===== config.mk =====
export PLATFORM = sky130hd
export DESIGN_NAME = sub_fp
export DESIGN_NICKNAME = d
export VERILOG_FILES = /design/src/rtl/fp_pkg.sv /design/src/rtl/fp_requant.sv /design/src/rtl/sub_fp.sv
export SDC_FILE = /design/constraint.sdc
export NUM_CORES = 1
export LEC_CHECK = 0
export CORE_MARGIN = 1
export CORE_UTILIZATION = 50
export CTS_CLUSTER_DIAMETER = 120
export CTS_CLUSTER_SIZE = 14
export DETAILED_ROUTE_END_ITERATION = 7
export GPL_TIMING_DRIVEN = 0
export PLACE_DENSITY = 0.71
export SKIP_LAST_GASP = 1
export SYNTH_ARGS = -nofsm -noshare
export SYNTH_HDL_FRONTEND = slang
export SYNTH_HIERARCHICAL = 1
export SYNTH_SLANG_ARGS = --single-unit

===== constraint.sdc =====
create_clock -name clk -period 4.2 [get_ports clk]
set_clock_uncertainty 0.2 [all_clocks]
set_input_delay 0.42 -clock clk [delete_from_list [all_inputs] [get_ports clk]]
set_output_delay 0.42 -clock clk [all_outputs]
set_load 0.03 [all_outputs]

===== src/rtl/fp_pkg.sv =====
`default_nettype none
// ============================================================================
//  Module      : fp_pkg
//  Description : Shared fixed-point helpers for the adder/subtractor family:
//                width helpers, flag bundle, saturation-limit generators.
//  Revision    : 1.0 - initial release
// ============================================================================
package fp_pkg;

  // Status flags that travel alongside every requantized result
  typedef struct packed {
    logic overflow;
    logic underflow;
    logic inexact;
  } fp_flags_t;

  // Larger of two widths
  function automatic int fp_max(input int x, input int y);
    return (x > y) ? x : y;
  endfunction

  // x - y clamped at zero (amount of padding or dropping between formats)
  function automatic int fp_pos_diff(input int x, input int y);
    return (x > y) ? (x - y) : 0;
  endfunction

  // Largest two's-complement value of a given width: {0, all 1s}
  function automatic logic [63:0] fp_sat_max(input int width);
    return (64'd1 << (width - 1)) - 64'd1;
  endfunction

  // Smallest two's-complement value of a given width: {1, all 0s}
  function automatic logic [63:0] fp_sat_min(input int width);
    return ~64'd0 << (width - 1);
  endfunction

endpackage
`default_nettype wire


===== src/rtl/fp_requant.sv =====
`default_nettype none
// ============================================================================
//  Module      : fp_requant
//  Description : Combinational requantizer. Converts a signed value with
//                IN_FRAC fraction bits to OUT_INT.OUT_FRAC with saturation,
//                producing overflow/underflow/inexact flags.
//                Macro SUB_FP_ROUND_EN: round half up instead of truncating
//                toward -inf when fraction bits are dropped.
//  Revision    : 1.0 - initial release
// ============================================================================
module fp_requant
  import fp_pkg::*;
#(
  parameter int IN_W     = 10,
  parameter int IN_FRAC  = 5,
  parameter int OUT_INT  = 3,
  parameter int OUT_FRAC = 10
) (
  input  logic signed [IN_W-1:0]             i_val,
  output logic        [OUT_INT+OUT_FRAC-1:0] o_diff,
  output fp_flags_t                          o_flags
);

  localparam int OW  = OUT_INT + OUT_FRAC;
  localparam int PAD = fp_pos_diff(OUT_FRAC, IN_FRAC);
  localparam int DRP = fp_pos_diff(IN_FRAC, OUT_FRAC);
  // One spare bit above the padded input so a rounding carry never wraps
  localparam int QW  = fp_max(IN_W + PAD + 1, OW + 1);

  localparam logic signed [OW-1:0] C_MAX = OW'(fp_sat_max(OW));
  localparam logic signed [OW-1:0] C_MIN = OW'(fp_sat_min(OW));

  logic signed [QW-1:0] w_ext;
  logic signed [QW-1:0] w_q;
  logic                 w_inexact;

  assign w_ext = {{(QW-IN_W){i_val[IN_W-1]}}, i_val};

  if (DRP == 0) begin : g_pad
    // Output has at least as many fraction bits: exact, zero-pad LSBs
    assign w_q       = w_ext <<< PAD;
    assign w_inexact = 1'b0;
  end else begin : g_drop
    logic signed [QW-1:0] w_biased;
`ifdef SUB_FP_ROUND_EN
    localparam logic [QW-1:0] C_HALF = QW'(64'd1 << (DRP - 1));
    assign w_biased = w_ext + C_HALF;
`else
    assign w_biased = w_ext;
`endif
    // Arithmetic shift floors, i.e. truncates toward -inf
    assign w_q       = w_biased >>> DRP;
    assign w_inexact = |i_val[DRP-1:0];
  end

  // Saturate against the output range; the comparison sees the full width
  always_comb begin
    o_diff          = w_q[OW-1:0];
    o_flags         = '0;
    o_flags.inexact = w_inexact;
    if (w_q > C_MAX) begin
      o_diff           = C_MAX;
      o_flags.overflow = 1'b1;
    end else if (w_q < C_MIN) begin
      o_diff            = C_MIN;
      o_flags.underflow = 1'b1;
    end
  end

endmodule
`default_nettype wire


===== src/rtl/sub_fp.sv =====
`default_nettype none
// ============================================================================
//  Module      : sub_fp
//  Description : 3-stage pipelined signed fixed-point subtractor
//                diff = a - b, requantized and saturated to OUT_INT.OUT_FRAC,
//                valid/ready on both sides.
//                Macro SUB_FP_ROUND_EN: round half up in requantization.
//  Revision    : 1.0 - initial release
// ============================================================================
module sub_fp
  import fp_pkg::*;
#(
  parameter int INT_A    = 4,
  parameter int FRAC_A   = 5,
  parameter int INT_B    = 3,
  parameter int FRAC_B   = 5,
  parameter int OUT_INT  = 3,
  parameter int OUT_FRAC = 10
) (
  input  logic                        clk,
  input  logic                        rst,
  input  logic                        in_valid,
  output logic                        in_ready,
  input  logic [INT_A+FRAC_A-1:0]     a,
  input  logic [INT_B+FRAC_B-1:0]     b,
  output logic                        out_valid,
  input  logic                        out_ready,
  output logic [OUT_INT+OUT_FRAC-1:0] diff,
  output logic                        overflow,
  output logic                        underflow,
  output logic                        inexact
);

  localparam int IMAX = fp_max(INT_A, INT_B);
  localparam int FMAX = fp_max(FRAC_A, FRAC_B);
  localparam int W    = IMAX + FMAX;
  localparam int OW   = OUT_INT + OUT_FRAC;

  logic          r_s1_valid;
  logic          r_s2_valid;
  logic          r_s3_valid;
  logic [W-1:0]  r_a_al;
  logic [W-1:0]  r_b_al;
  logic [W:0]    r_d;
  logic [OW-1:0] r_diff;
  fp_flags_t     r_flags;

  logic          w_s1_en;
  logic          w_s2_en;
  logic          w_s3_en;
  logic signed [W-1:0] w_a_sx;
  logic signed [W-1:0] w_b_sx;
  logic [W-1:0]  w_a_al;
  logic [W-1:0]  w_b_al;
  logic signed [W:0] w_d;
  logic [OW-1:0] w_rq_diff;
  fp_flags_t     w_rq_flags;

  // A stage may load when it is empty or its successor is taking its data
  assign w_s3_en  = !r_s3_valid | out_ready;
  assign w_s2_en  = !r_s2_valid | w_s3_en;
  assign w_s1_en  = !r_s1_valid | w_s2_en;
  assign in_ready = w_s1_en;

  // Align: sign-extend integer part, zero-pad fraction to FMAX
  assign w_a_sx = W'($signed(a));
  assign w_b_sx = W'($signed(b));
  assign w_a_al = w_a_sx <<< (FMAX - FRAC_A);
  assign w_b_al = w_b_sx <<< (FMAX - FRAC_B);

  // Guard bit keeps the difference exact
  assign w_d = $signed({r_a_al[W-1], r_a_al}) - $signed({r_b_al[W-1], r_b_al});

  fp_requant #(
    .IN_W     (W + 1),
    .IN_FRAC  (FMAX),
    .OUT_INT  (OUT_INT),
    .OUT_FRAC (OUT_FRAC)
  ) u_requant (
    .i_val   (r_d),
    .o_diff  (w_rq_diff),
    .o_flags (w_rq_flags)
  );

  // S1: register the aligned operand pair
  always_ff @(posedge clk) begin
    if (!rst) begin
      r_s1_valid <= 1'b0;
      r_a_al     <= '0;
      r_b_al     <= '0;
    end else if (w_s1_en) begin
      r_s1_valid <= in_valid;
      if (in_valid) begin
        r_a_al <= w_a_al;
        r_b_al <= w_b_al;
      end
    end
  end

  // S2: register the exact W+1-bit difference
  always_ff @(posedge clk) begin
    if (!rst) begin
      r_s2_valid <= 1'b0;
      r_d        <= '0;
    end else if (w_s2_en) begin
      r_s2_valid <= r_s1_valid;
      if (r_s1_valid) begin
        r_d <= w_d;
      end
    end
  end

  // S3: register the requantized result and flags; holds while stalled
  always_ff @(posedge clk) begin
    if (!rst) begin
      r_s3_valid <= 1'b0;
      r_diff     <= '0;
      r_flags    <= '0;
    end else if (w_s3_en) begin
      r_s3_valid <= r_s2_valid;
      if (r_s2_valid) begin
        r_diff  <= w_rq_diff;
        r_flags <= w_rq_flags;
      end
    end
  end

  assign out_valid = r_s3_valid;
  assign diff      = r_diff;
  assign overflow  = r_s3_valid & r_flags.overflow;
  assign underflow = r_s3_valid & r_flags.underflow;
  assign inexact   = r_s3_valid & r_flags.inexact;

endmodule
`default_nettype wire

==> flow_metrics.env, run 1 <==
export IMPL_critPathLaunchType="primary input"
export IMPL_crit_type="in2out"
export IMPL_final_cell_area_mm2=0.00302
export IMPL_finalHoldViolCount=0
export IMPL_ys_warn_count=6
export IMPL_syn_nets=331
export IMPL_finalWirelength_mm=4.77
export IMPL_avgSynthCellArea_um2=8.16
export IMPL_status="finished clean"
export IMPL_grt_pass1_vias=1955
export IMPL_cts_tree="done"
export IMPL_fin_tns_setup_ps=0
export IMPL_synth_area_top_cells="dfxtp_1, a21boi_0, nand2_1"
export IMPL_drt_iter0_markers=35
export IMPL_timing_fmax_mhz=418
export IMPL_vdd_drop_max_mv=0.164
export IMPL_place_congestion=0.899
export IMPL_hold_worst_slack_ps=261
export IMPL_firstDrtPassIters=4
export IMPL_power_density_mw_per_mm2=326
export IMPL_port_buffers=38
export IMPL_die_h_um=72.0
export IMPL_p_leak_uw=0.00114
export IMPL_drive_gt1_share_pct=8.38
export IMPL_post_cts_buffers=0
export IMPL_synth_area_mm2=0.00245
export IMPL_clock_latency_ps=300
export IMPL_grt_max_degree=15
export IMPL_yosysSeqAreaShare_pct=37.6
export IMPL_cp_max_fo=3
export IMPL_ys_ff_latch=46
export IMPL_rows=25
export IMPL_path_clk_slew_ps=80
export IMPL_synthArstFlopShare_pct=0
export IMPL_yosys_area_top_type="dfxtp_1"
export IMPL_cts_sinks=46
export IMPL_setup_viol=0
export IMPL_use_met2_pct=37.0
export IMPL_cp_data_required_time_ps=3580
export IMPL_clk_path_buf_depth=2
export IMPL_area_growth_pct=23.2
export IMPL_ios=39
export IMPL_htreeDepth=2
export IMPL_period_needed_ps=2390
export IMPL_drcViolationCount=0
export IMPL_grt_util_met3_pct=4.17
export IMPL_hold_path_class="reg2reg"
export IMPL_numCtsBuffers=5
export IMPL_cap_violations=0
export IMPL_fin_crit_sh_pct=57.0
export IMPL_diodes=0
export IMPL_top_usage_layer="met2"
export IMPL_fin_ws_ps=1810
export IMPL_fp_coreArea_mm2=0.00472
export IMPL_grt_overflow_total=0
export IMPL_worstSetupEndpointType="output port"
export IMPL_placed_area_mm2=0.00291
export IMPL_dp_hpwl_mm=3.66
export IMPL_synth_edf_count=0
export IMPL_grt_pass1_wl_mm=8.45
export IMPL_vias=2039
export IMPL_gr_usage_met1_pct=24.5
export IMPL_yosysTopAreaCellShare_pct=37.6
export IMPL_fin_nets=376
export IMPL_slew_violations=0
export IMPL_rsz0062_at_grt="no"
export IMPL_synth_cells=300
export IMPL_fp_dieW_um=72.0
export IMPL_die_area_mm2=0.00518
export IMPL_pre_cts_slack_ps=1810
export IMPL_wl_per_cell_um=11.5
export IMPL_initial_utilization_pct=51.8
export IMPL_clk_root_buffer_cell="clkbuf_8"
export IMPL_cts_resized=0
export IMPL_arrival_ps=1770
export IMPL_antenna_found_initial=0
export IMPL_vias_per_cell=4.94
export IMPL_drtAntennaViolNets=0
export IMPL_grt_total_usage_pct=20.7
export IMPL_cts_hold_fix_buffers=0
export IMPL_synthDistinctLibCells=45
export IMPL_synth_ff_type="dfxtp_1"
-- critical path, cell delays in order --
cell and delay [ps]:
clkdlybuf4s50_1 480, nand4b_1 180, clkdlybuf4s50_1 690
-- final timing paths --
path / startpoint / endpoint / slack, ps / cells past startpoint
setup / recovery: out_ready / in_ready / 1810 / 3
setup reg to reg: r_a_al[0] / r_d[8] / 1910 / 8
hold / removal: r_a_al[0] / r_a_al[0] / 260 / 2
hold reg to reg: r_a_al[0] / r_a_al[0] / 260 / 2
-- area by class of cell --
| type | count | area (um^2) |
|---|---|---|
| Fill cell | 436 | 1710 |
| Multi-Input combinational cell | 218 | 1340 |
| Sequential cell | 46 | 921 |
| Timing Repair Buffer | 38 | 380 |
| Buffer | 24 | 148 |
| Clock buffer | 7 | 96.3 |
| Tap cell | 67 | 83.8 |
| Inverter | 12 | 45.0 |
| Clock inverter | 1 | 8.76 |
-- cell usage in the layout (no fill, tap or decap), types with 5 or more instances in the layout --
master / n
o22ai_1: 7
clkbuf_8: 7
nand2_1: 77
buf_4: 12
clkdlybuf4s50_1: 38
nor2_1: 13
o21a_1: 5
clkbuf_1: 7
a21boi_0: 41
o21ai_0: 6
inv_1: 12
o211ai_1: 5
dfxtp_1: 46
ha_1: 9
-- routing by layer --
metal	share of wire [%]	vias up
li1	-	1108
met1	46	886
met2	49	40
met3	3.4	5
met4	1.3	0
met5	0	-
-- through the flow --
stage	std cells	util [%]	power (uW)
CTS	413	63.9	995
global placement	405	61.7	691
floorplan	300	-	633
global route	413	63.9	1030
detailed placement	405	61.7	694
finish	413	63.9	983
-- sequential cells by signal, indices dropped and copies added, names as in the netlist --
| signal | count |
|---|---|
| diff | 13 |
| r_d | 10 |
| r_a_al | 9 |
| r_b_al | 8 |
| r_flags | 3 |
| out_valid | 1 |
| r_s1_valid | 1 |
| r_s2_valid | 1 |
-- synth_stat cells, types with 2 or more instances --
cell type,n
a211o_1,3
nand2b_1,3
inv_1,12
buf_4,12
buf_2,2
dfxtp_1,46
a31oi_1,2
nand4b_1,3
nor2_1,13
nor4b_1,2
nand4_1,2
o211ai_1,5
nand3_1,3
o211a_1,2
clkbuf_1,7
clkbuf_2,2
nand3b_1,4
ha_1,9
o21a_1,5
nor3_1,4
o21ai_0,6
and2_1,3
o22ai_1,7
nor2b_1,4
a21boi_0,41
a21boi_1,3
nand2_1,77
-- report_power, final --
group	switching [uW]	internal, uW	total, uW
registers	17.5	459	477
logic	104	103	207
clock network	149	151	300
-- cell families after synthesis --
kind of cell | Yosys count | share of synthesized area [%]
compound gates | 85 | 26.1
xor+xnor | 1 | 0.358
fa+ha+maj | 10 | 5.42
buf+inv | 36 | 7.87
flops | 46 | 37.6
other cells | 1 | 0.153
simple gates | 121 | 22.5
No activity file was read; power rests on OpenSTA's default activity.
==> run 2: changes to the inputs <==
- clock period: 4.2 -> 2.25 ns (I/O delays scaled with it)
==> flow_metrics.env, run 2 (synthesis gave the netlist of run 1 again) <==
export IMPL_firstDrtPassIters=5
export IMPL_slew_violations=0
export IMPL_rsz0062_at_grt="no"
export IMPL_cts_sinks=46
export IMPL_worstSetupEndpointType="output port"
export IMPL_drt_iter0_markers=29
export IMPL_clk_path_buf_depth=2
export IMPL_grt_total_usage_pct=20.9
export IMPL_drcViolationCount=0
export IMPL_timing_fmax_mhz=478
export IMPL_cp_max_fo=5
export IMPL_numCtsBuffers=5
export IMPL_die_h_um=72.0
export IMPL_fin_crit_sh_pct=92.9
export IMPL_htreeDepth=2
export IMPL_diodes=0
export IMPL_hold_path_class="reg2reg"
export IMPL_clk_root_buffer_cell="clkbuf_8"
export IMPL_grt_pass1_vias=1956
export IMPL_area_growth_pct=23.6
export IMPL_crit_type="reg2out"
export IMPL_mostFrequentLayoutCell="nand2_1"
export IMPL_vdd_drop_max_mv=0.306
export IMPL_die_area_mm2=0.00518
export IMPL_most_common_layout_cells="nand2_1, dfxtp_1, a21boi_0"
export IMPL_cts_hold_fix_buffers=0
export IMPL_post_cts_buffers=0
export IMPL_p_leak_uw=0.00114
export IMPL_final_cells=413
export IMPL_nFillCells=433
export IMPL_ios=39
export IMPL_drive_gt1_share_pct=8.96
export IMPL_power_density_mw_per_mm2=608
export IMPL_grt_overflow_total=0
export IMPL_grt_pass1_wl_mm=8.52
export IMPL_cpPeakStageDelay_ps=640
export IMPL_path_cells="nand4b_1, clkdlybuf4s50_1"
export IMPL_rows=25
export IMPL_multiInputGateArea_mm2=0.00134
export IMPL_path_clk_slew_ps=80
export IMPL_cap_violations=0
export IMPL_dp_hpwl_mm=3.66
export IMPL_setup_viol=0
export IMPL_regArea_um2=921
export IMPL_hold_worst_slack_ps=263
export IMPL_critPathLaunchType="flop"
export IMPL_place_congestion=0.899
export IMPL_fin_nets=376
export IMPL_cp_data_required_time_ps=1820
export IMPL_clock_latency_ps=300
export IMPL_port_buffers=38
export IMPL_wl_per_cell_um=11.7
export IMPL_fp_coreArea_mm2=0.00472
export IMPL_period_needed_ps=2090
export IMPL_finalHoldViolCount=0
export IMPL_arrival_ps=1660
export IMPL_initial_utilization_pct=51.8
export IMPL_vias=2026
export IMPL_finalWirelength_mm=4.82
export IMPL_fp_dieW_um=72.0
export IMPL_status="finished clean"
export IMPL_dp_cells=405
export IMPL_cts_tree="done"
export IMPL_fin_tns_setup_ps=0
export IMPL_drtAntennaViolNets=0
export IMPL_cp_slowest_cell="clkdlybuf4s50_1"
export IMPL_grt_max_degree=15
export IMPL_antenna_found_initial=0
export IMPL_largest_reg_flops=13
export IMPL_vias_per_cell=4.91
-- run 2: cell count changes in the layout (fill, tap and decap cells not counted) --
cell / before / now
a211oi_1: 1 / 0
a211oi_2: 0 / 1
fa_1: 1 / 0
fa_2: 0 / 1
o21ai_0: 6 / 5
o21ai_1: 0 / 1
-- run 2: layer usage --
layer	up-vias	GRT usage, %	wire (um)
li1	1108	-	-
met1	878	24.6	2210
met2	34	37.8	2410
met3	6	4.17	143
met4	0	7.41	61
met5	-	0	0
-- run 2: power by group --
part	internal, uW	switching (uW)	leakage, uW	total [uW]
Sequential	857	32.9	0.000376	890
Combinational	195	198	0.000706	392
Clock	281	276	0.0000544	558
Total	1330	507	0.00114	1840
-- run 2: timing repair --
| action | in CTS | in global routing |
|---|---|---|
| pin swaps | 0 | 1 |
| cloned | 0 | 0 |
| setup endpoints to repair | 1 | 2 |
| gates resized for setup | 1 | 2 |
-- run 2: critical path, delay by kind of cell (launching register included) --
kind | cells | cell delay [ps]
buf+inv | 1 | 640
simple gates | 1 | 220
flops | 1 | 500
-- run 2: through the flow --
step	utilization, %	total power (uW)	area (um^2)	setup WS (ps)
global route	64.1	1930	3030	68.6
global placement	61.7	1290	2910	-9.54
finish	64.1	1840	3030	160
CTS	64.0	1860	3020	59.2
floorplan	-	1180	2450	192
detailed placement	61.7	1300	2910	-26.0
-- run 2: path summary, 6_finish.rpt --
| kind | from | to | slack [ps] | cells after the start |
|---|---|---|---|---|
| worst max-delay path | r_s1_valid | in_ready | 160 | 2 |
| worst min-delay path | diff[8] | diff[8] | 260 | 2 |
| worst max register to register | r_a_al[0] | r_d[6] | 180 | 8 |
| worst min register to register | diff[8] | diff[8] | 260 | 2 |
-- run 2: cell type report --
class,instances,area share [%]
Buffer,24,4.88
Multi-Input combinational cell,218,44.4
Timing Repair Buffer,38,12.6
Tap cell,67,2.77
Inverter,12,1.49
Sequential cell,46,30.4
Clock inverter,1,0.289
Clock buffer,7,3.18
